`src/rtl/bus_dev_pkg.sv`:
```
// ---------------------------------------------------------------------------
// bus_dev_pkg
//
// Shared types and constants for the per-device bus port adapter.
//   pckg_t       : one bus packet at the default packet width
//   get_dest()   : extracts the destination ID field (top ID_BITS of a packet)
//   BROADCAST_ID : destination ID that every device accepts
// ---------------------------------------------------------------------------
package bus_dev_pkg;

  localparam int PCKG_SZ_DEF  = 16;
  localparam int ID_BITS_DEF  = 8;
  localparam int BROADCAST_ID = 145;

  typedef logic [PCKG_SZ_DEF-1:0] pckg_t;
  typedef logic [ID_BITS_DEF-1:0] dev_id_t;

  // Destination ID lives in the most significant bits of the packet.
  function automatic dev_id_t get_dest(input pckg_t p);
    return p[PCKG_SZ_DEF-1 -: ID_BITS_DEF];
  endfunction

endpackage

```
`src/rtl/sync_fifo_fwft.sv`:
```
// ---------------------------------------------------------------------------
// sync_fifo_fwft
//
// Single-clock first-word fall-through FIFO. The head entry is always visible
// on dout while the FIFO is not empty; pop advances to the next entry, which
// appears one cycle later.
//
// Parameters:
//   WIDTH : data width in bits
//   DEPTH : number of entries, power of 2 and at least 2
//
// Ports:
//   clk   in   clock
//   reset in   synchronous reset, active-low; clears pointers, count,
//              storage and the overflow flag
//   push  in   write din this cycle
//   pop   in   consume the head this cycle (ignored when empty)
//   din   in   write data
//   dout  out  head entry
//   empty out  no entries stored
//   full  out  DEPTH entries stored
//   ovf   out  sticky: a push was dropped because the FIFO was full
// ---------------------------------------------------------------------------
module sync_fifo_fwft #(
  parameter int WIDTH = 16,
  parameter int DEPTH = 8
) (
  input  logic             clk,
  input  logic             reset,
  input  logic             push,
  input  logic             pop,
  input  logic [WIDTH-1:0] din,
  output logic [WIDTH-1:0] dout,
  output logic             empty,
  output logic             full,
  output logic             ovf
);

  localparam int AW = $clog2(DEPTH);
  localparam int CW = AW + 1;

  logic [WIDTH-1:0] mem [DEPTH];
  logic [AW-1:0]    rptr;
  logic [AW-1:0]    wptr;
  logic [CW-1:0]    count;
  logic             do_push;
  logic             do_pop;

  assign empty = (count == '0);
  assign full  = (count == CW'(DEPTH));

  // A pop on an empty FIFO is a no-op. A push into a full FIFO still lands
  // when the head is popped in the same cycle, since that frees a slot.
  assign do_pop  = pop && !empty;
  assign do_push = push && (!full || do_pop);

  always_ff @(posedge clk) begin
    if (!reset) begin
      rptr  <= '0;
      wptr  <= '0;
      count <= '0;
      ovf   <= 1'b0;
      for (int i = 0; i < DEPTH; i++) begin
        mem[i] <= '0;
      end
    end else begin
      if (do_push) begin
        mem[wptr] <= din;
        wptr      <= wptr + AW'(1);
      end
      if (do_pop) begin
        rptr <= rptr + AW'(1);
      end
      if (push && !do_push) begin
        ovf <= 1'b1;
      end
      case ({do_push, do_pop})
        2'b10:   count <= count + CW'(1);
        2'b01:   count <= count - CW'(1);
        default: count <= count;
      endcase
    end
  end

  assign dout = mem[rptr];

endmodule

```
`src/rtl/bus_dev_port.sv`:
```
// ---------------------------------------------------------------------------
// bus_dev_port
//
// Per-device adapter between one device and the bus generator/arbiter.
// TX: device writes are buffered and offered to the arbiter through the
//     pndng / pop / D_pop handshake.
// RX: arbiter deliveries are filtered on the destination ID (own ID or
//     broadcast); accepted packets are buffered for the device, rejected
//     ones are counted.
//
// Optional feature, enabled by defining BUS_DEV_PORT_STATS_EN:
//   tx_sent_cnt[15:0] counts accepted pops, rx_acc_cnt[15:0] counts stored
//   RX packets. Both wrap and clear on reset.
//
// Parameters:
//   PCKG_SZ   packet width
//   ID_BITS   destination ID field width, at D[PCKG_SZ-1 -: ID_BITS]
//   MY_ID     this device's ID
//   BROADCAST ID accepted by every device
//   DEPTH     entries per FIFO (power of 2, >= 2)
//
// Ports:
//   clk, reset            clock, synchronous active-low reset
//   pndng, D_pop, pop     arbiter side of the TX FIFO
//   push, D_push          arbiter delivery into the RX filter
//   tx_push, tx_data      device write into the TX FIFO
//   tx_full               TX FIFO full
//   rx_pop, rx_data       device read of the RX FIFO head
//   rx_valid              RX FIFO not empty
//   tx_ovf, rx_ovf        sticky drop flags
//   rx_misroute           saturating count of filtered-out packets
// ---------------------------------------------------------------------------
module bus_dev_port
  import bus_dev_pkg::*;
#(
  parameter int PCKG_SZ   = PCKG_SZ_DEF,
  parameter int ID_BITS   = ID_BITS_DEF,
  parameter int MY_ID     = 0,
  parameter int BROADCAST = BROADCAST_ID,
  parameter int DEPTH     = 8
) (
  input  logic               clk,
  input  logic               reset,
  output logic               pndng,
  output logic [PCKG_SZ-1:0] D_pop,
  input  logic               pop,
  input  logic               push,
  input  logic [PCKG_SZ-1:0] D_push,
  input  logic               tx_push,
  input  logic [PCKG_SZ-1:0] tx_data,
  output logic               tx_full,
  input  logic               rx_pop,
  output logic [PCKG_SZ-1:0] rx_data,
  output logic               rx_valid,
  output logic               tx_ovf,
  output logic               rx_ovf,
  output logic [7:0]         rx_misroute
`ifdef BUS_DEV_PORT_STATS_EN
  ,
  output logic [15:0]        tx_sent_cnt,
  output logic [15:0]        rx_acc_cnt
`endif
);

  logic               tx_empty;
  logic               rx_empty;
  logic               rx_full;
  logic [ID_BITS-1:0] dest;
  logic               accept;
  logic               rx_push;

  // ---------------- TX path ----------------
  sync_fifo_fwft #(
    .WIDTH (PCKG_SZ),
    .DEPTH (DEPTH)
  ) u_tx_fifo (
    .clk   (clk),
    .reset (reset),
    .push  (tx_push),
    .pop   (pop),
    .din   (tx_data),
    .dout  (D_pop),
    .empty (tx_empty),
    .full  (tx_full),
    .ovf   (tx_ovf)
  );

  assign pndng = !tx_empty;

  // ---------------- RX filter ----------------
  // The package helper is typed for the default packet layout; other
  // layouts slice the field directly.
  generate
    if (PCKG_SZ == PCKG_SZ_DEF && ID_BITS == ID_BITS_DEF) begin : g_dest_pkg
      assign dest = get_dest(D_push);
    end else begin : g_dest_slice
      assign dest = D_push[PCKG_SZ-1 -: ID_BITS];
    end
  endgenerate

  assign accept  = (dest == ID_BITS'(MY_ID)) || (dest == ID_BITS'(BROADCAST));
  assign rx_push = push && accept;

  always_ff @(posedge clk) begin
    if (!reset) begin
      rx_misroute <= 8'd0;
    end else if (push && !accept && rx_misroute != 8'hFF) begin
      rx_misroute <= rx_misroute + 8'd1;
    end
  end

  // ---------------- RX path ----------------
  sync_fifo_fwft #(
    .WIDTH (PCKG_SZ),
    .DEPTH (DEPTH)
  ) u_rx_fifo (
    .clk   (clk),
    .reset (reset),
    .push  (rx_push),
    .pop   (rx_pop),
    .din   (D_push),
    .dout  (rx_data),
    .empty (rx_empty),
    .full  (rx_full),
    .ovf   (rx_ovf)
  );

  assign rx_valid = !rx_empty;

`ifdef BUS_DEV_PORT_STATS_EN
  // A stored RX packet needs a free slot, or a real pop of the head in the
  // same cycle; this mirrors the FIFO's own write condition.
  always_ff @(posedge clk) begin
    if (!reset) begin
      tx_sent_cnt <= 16'd0;
      rx_acc_cnt  <= 16'd0;
    end else begin
      if (pop && pndng) begin
        tx_sent_cnt <= tx_sent_cnt + 16'd1;
      end
      if (rx_push && (!rx_full || (rx_pop && rx_valid))) begin
        rx_acc_cnt <= rx_acc_cnt + 16'd1;
      end
    end
  end
`else
  // RX full only feeds the statistics counter; without it the net is
  // intentionally left unread.
  logic rx_full_unused;
  assign rx_full_unused = rx_full;
`endif

endmodule

```
`config.mk`:
```
export PLATFORM = sky130hd
export DESIGN_NAME = bus_dev_port
export DESIGN_NICKNAME = d
export VERILOG_FILES = /design/src/rtl/bus_dev_pkg.sv /design/src/rtl/sync_fifo_fwft.sv /design/src/rtl/bus_dev_port.sv
export SDC_FILE = /design/constraint.sdc
export NUM_CORES = 1
export LEC_CHECK = 0
export CAP_MARGIN = 30
export CELL_PAD_IN_SITES_DETAIL_PLACEMENT = 1
export CELL_PAD_IN_SITES_GLOBAL_PLACEMENT = 2
export CORE_ASPECT_RATIO = 1.4
export CORE_MARGIN = 10
export CORE_UTILIZATION = 44
export CTS_BUF_LIST = sky130_fd_sc_hd__clkbuf_16
export DETAILED_ROUTE_END_ITERATION = 8
export GPL_ROUTABILITY_DRIVEN = 1
export GPL_TIMING_DRIVEN = 0
export PLACE_DENSITY_LB_ADDON = 0.2
export SLEW_MARGIN = 20
export SYNTH_ARGS = -nofsm -noshare
export SYNTH_HDL_FRONTEND = slang
export SYNTH_SLANG_ARGS = --single-unit
```
`constraint.sdc`:
```
create_clock -name clk -period 3.43 [get_ports clk]
set_clock_uncertainty 0.05 [all_clocks]
set_input_delay 0.686 -clock clk [delete_from_list [all_inputs] [get_ports clk]]
set_output_delay 0.686 -clock clk [all_outputs]
set_load 0.01 [all_outputs]
```
==> impl_metrics.prom <==
# TYPE chip_impl_metric gauge
chip_impl_metric{name="setup_viol",unit=""} 0
chip_impl_metric{name="hpwlAfterDp",unit="um"} 21950
chip_impl_info{name="dominantRegCellSynth",value="edfxtp_1"} 1
chip_impl_metric{name="syn_to_final_growth",unit="%"} 19.47
chip_impl_metric{name="clock_tree_buffer_depth",unit=""} 3
chip_impl_metric{name="floorplan.die_area",unit="mm^2"} 0.03762
chip_impl_metric{name="grt_pass1_vias",unit=""} 8283
chip_impl_metric{name="power.density_cell_area",unit="mW/mm^2"} 542.0
chip_impl_metric{name="period_needed",unit="ns"} 3.323
chip_impl_metric{name="insertion_delay",unit="ns"} 0.56
chip_impl_info{name="outcome",value="finished, final reports clean"} 1
chip_impl_metric{name="internal-power",unit="mW"} 6.521
chip_impl_metric{name="timing.final.max_slew_violations",unit=""} 0
chip_impl_metric{name="maxClockFrequency",unit="MHz"} 300.9
chip_impl_metric{name="grt_overflow_total",unit=""} 0
chip_impl_info{name="min-delay-path-class",value="reg2reg"} 1
chip_impl_metric{name="peakVddDrop",unit="mV"} 0.3597
chip_impl_info{name="crit_path_end_kind",value="output port"} 1
chip_impl_metric{name="initial_detailed_routing_violation_count",unit=""} 364
chip_impl_metric{name="syn-instance-count",unit=""} 862
chip_impl_metric{name="cp_data_arrival_time",unit="ns"} 2.59
chip_impl_metric{name="n_fill_cell",unit=""} 2905
chip_impl_metric{name="vias_per_cell",unit=""} 5.204
chip_impl_metric{name="drt.antenna.violating_nets",unit=""} 0
chip_impl_metric{name="power.sequential.fraction",unit="%"} 48.4
chip_impl_metric{name="seq_area_frac_synth",unit="%"} 63.34
chip_impl_metric{name="synth.yosys.warnings",unit=""} 0
chip_impl_metric{name="regArea",unit="mm^2"} 0.008411
chip_impl_metric{name="floorplan.core_area",unit="mm^2"} 0.02984
chip_impl_metric{name="hold_slack",unit="ns"} 0.4221
chip_impl_metric{name="maximum_number_of_pins_on_one_net_before_global_route_repair",unit=""} 17
chip_impl_metric{name="cts_max_level",unit=""} 1
chip_impl_metric{name="synthesis.area_per_instance",unit="um^2"} 15.40
chip_impl_metric{name="max-cap-violations",unit=""} 0
chip_impl_metric{name="routed-via-count",unit=""} 7437
chip_impl_metric{name="global_placement_routability_congestion",unit=""} 0.7533
chip_impl_metric{name="number_of_remaining_drc_errors",unit=""} 0
chip_impl_metric{name="numCtsBuffers",unit=""} 30
chip_impl_metric{name="wl_per_cell",unit="um"} 20.98
chip_impl_metric{name="sw_share",unit="%"} 24.15
chip_impl_info{name="timing.critical_path.from_type",value="flop"} 1
chip_impl_metric{name="comb_power_share",unit="%"} 14.3
chip_impl_info{name="worst-setup-path-type",value="reg2out"} 1
chip_impl_metric{name="clkSinkCount",unit=""} 292
chip_impl_info{name="rsz0062_at_grt",value="false"} 1
chip_impl_info{name="critPathSlowestCell",value="mux4_2"} 1
chip_impl_metric{name="timing.max_slew.rel_slack",unit="%"} 37.28
chip_impl_metric{name="critical_path_buf_inv_count",unit=""} 2
chip_impl_metric{name="port-buffer-count",unit=""} 82
chip_impl_metric{name="worst_slew_pin_slew",unit="ns"} 0.9408
chip_impl_metric{name="grt_first_pass_wirelength",unit="um"} 46980
chip_impl_metric{name="num-nets-final",unit=""} 1070
chip_impl_info{name="cp_top_family",value="multiplexers"} 1
chip_impl_metric{name="max_stage_delay",unit="ns"} 0.54
chip_impl_metric{name="finalPower",unit="mW"} 8.597
chip_impl_metric{name="num_antenna_cells",unit=""} 0
chip_impl_info{name="tritoncts",value="yes"} 1
chip_impl_metric{name="worst_setup_hold_path_clk_slew",unit="ns"} 0.06
chip_impl_info{name="crit_path_cell_trace",value="buf_6, mux4_2, mux2_2, clkdlybuf4s50_1"} 1
chip_impl_metric{name="ys_async_sr_fraction",unit="%"} 0
chip_impl_metric{name="synth_cell_types",unit=""} 61
chip_impl_metric{name="grt.total_usage",unit="%"} 15.79
chip_impl_metric{name="postSynthRegisterBits",unit=""} 292
chip_impl_metric{name="die_w",unit="um"} 166.8
chip_impl_metric{name="critPathRequiredTime",unit="ns"} 2.69
chip_impl_metric{name="power_switching",unit="mW"} 2.076
chip_impl_metric{name="cts_hold_buffers",unit=""} 0
chip_impl_metric{name="static-leakage-power",unit="nW"} 5.826
chip_impl_metric{name="netlist_area",unit="mm^2"} 0.01328
chip_impl_metric{name="finalHoldViolations",unit=""} 0
chip_impl_metric{name="number_of_synthesized_flops_with_an_enable_pin",unit=""} 256
chip_impl_metric{name="combined_area_of_the_multi_input_logic_cells",unit="mm^2"} 0.004751
chip_impl_info{name="cts_root_buf",value="clkbuf_16"} 1
chip_impl_metric{name="row_count",unit=""} 75
chip_impl_metric{name="largest_driver_fanout_on_the_critical_path",unit=""} 10
chip_impl_metric{name="period_share",unit="%"} 96.88
chip_impl_metric{name="routed_wl",unit="um"} 29990
chip_impl_metric{name="share_clk_of_total_power",unit="%"} 37.3
chip_impl_metric{name="dieHeight",unit="um"} 225.5
chip_impl_metric{name="drive_above_1_share",unit="%"} 20.21
chip_impl_metric{name="effective_utilization_at_floorplan",unit="%"} 44.49
chip_impl_metric{name="top_level_ports",unit=""} 83
chip_impl_metric{name="grt_antenna_before_repair",unit=""} 0
chip_impl_metric{name="detailedRoute.firstPassIterationCount",unit=""} 4
[synth_stat cells (2+ instances only)]
library cell / instances / area, um^2
mux4_2: 64 / 1441
nor3_1: 2 / 10.01
and2_2: 6 / 45.04
o21ai_0: 10 / 50.05
nor2b_1: 2 / 12.51
and3_1: 4 / 25.02
ha_1: 10 / 125.1
or3_1: 3 / 18.77
nor2_1: 21 / 78.83
dfxtp_1: 36 / 720.7
nand2_1: 28 / 105.1
xnor2_1: 3 / 26.28
xor2_1: 5 / 43.79
fa_1: 2 / 40.04
or2_2: 2 / 12.51
mux2_2: 32 / 360.4
nor4_2: 5 / 62.56
buf_6: 4 / 45.04
nand2b_1: 20 / 125.1
nor4_4: 2 / 42.54
clkbuf_1: 30 / 112.6
nand3_1: 10 / 50.05
buf_2: 9 / 45.04
nand4_1: 4 / 25.02
and2_1: 210 / 1314
mux2i_1: 16 / 160.2
inv_1: 14 / 52.55
edfxtp_1: 256 / 7687
nor4_1: 3 / 18.77
nor3_2: 3 / 30.03
buf_1: 5 / 18.77
a21oi_1: 12 / 60.06
[power groups by stage]
stage          Sequential (mW)  Clock (mW)  Combinational [mW]
6_report                  4.16        3.20                1.23
5_1_grt                   4.18        3.41                1.35
4_1_cts                   4.17        3.28                1.26
3_5_place_dp              4.23           0                1.25
3_3_place_gp              4.22           0                1.22
2_1_floorplan             4.19           0               0.771
[registers in the layout, indices dropped and copies added, names as in the netlist, named ones only]
name	cells
u_tx_fifo.mem	128
u_tx_fifo.rptr	3
u_rx_fifo.count	4
u_rx_fifo.mem	128
u_tx_fifo.ovf	1
rx_misroute	8
u_rx_fifo.wptr	3
u_rx_fifo.rptr	3
u_tx_fifo.wptr	3
u_rx_fifo.ovf	1
u_tx_fifo.count	4
[stage by stage]
stage	cells	area (um^2)	setup WS, ns	utilization (%)	TNS, ns
final	1429	15860	0.1069	53.15	0
after global routing	1429	15860	0.006998	53.15	0
after CTS	1427	15810	0.0004279	52.98	0
after detailed placement	1374	14820	-0.4771	49.66	-15.03
after global placement	1368	14720	-1.738	49.34	-127.51
after floorplan	901	13420	0.2894	-	0
[final cells by class]
type                            instances  share of cell area [%]
Buffer                                 46                   1.688
Clock buffer                           30                   4.733
Clock inverter                         26                   1.373
Inverter                               14                  0.3313
Multi-Input combinational cell        546                   29.95
Sequential cell                       292                   53.03
Tap cell                              385                   3.037
Timing Repair Buffer                   90                   5.854
[worst min-delay path: stages, from the launching register on]
cell,delay [ns]
dfxtp_1,0.33
a21oi_1,0.04
nor2_1,0.07
[cell usage in the layout, fill, tap and decap left out, drive strengths merged, types with 15 or more instances in the layout]
| cell type | count |
|---|---|
| conb | 40 |
| nand2 | 28 |
| buf | 28 |
| and2 | 216 |
| clkbuf | 56 |
| mux2i | 16 |
| nor2 | 21 |
| nand2b | 20 |
| inv | 19 |
| mux4 | 64 |
| clkdlybuf4s50 | 81 |
| clkinv | 15 |
| mux2 | 32 |
| edfxtp | 256 |
| dfxtp | 36 |
[cells by family after synthesis]
family | after synthesis | synth area share (%)
flops | 292 | 63.34
fa+ha+maj | 12 | 1.244
buf+inv | 63 | 2.168
mux | 112 | 14.78
other cells | 1 | 0.02825
xor+xnor | 8 | 0.5278
simple gates | 336 | 15.81
compound gates | 38 | 2.111
[path summary, 6_finish.rpt]
path	from	slack (ns)	cells past startpoint	endpoint
setup / recovery	flop	0.11	4	rx_data[3]
hold / removal	u_tx_fifo.ovf	0.42	2	u_tx_fifo.ovf
setup reg to reg	u_tx_fifo.count[0]	0.52	8	u_tx_fifo.count[3]
hold reg to reg	u_tx_fifo.ovf	0.42	2	u_tx_fifo.ovf
[layer usage]
layer	global-route usage (%)	share of wire, %	up-vias
met1	17.24	38	3797
met5	0	0	-
met3	2.373	3.5	36
li1	-	-	3481
met2	30.93	57	123
met4	3.917	1.6	0
[repair_timing]
action                                  CTS  global route
resized for setup                        18             8
endpoints found under the setup margin   32            16
buffers inserted                          0             0
Power figures use the tool's default switching activity.
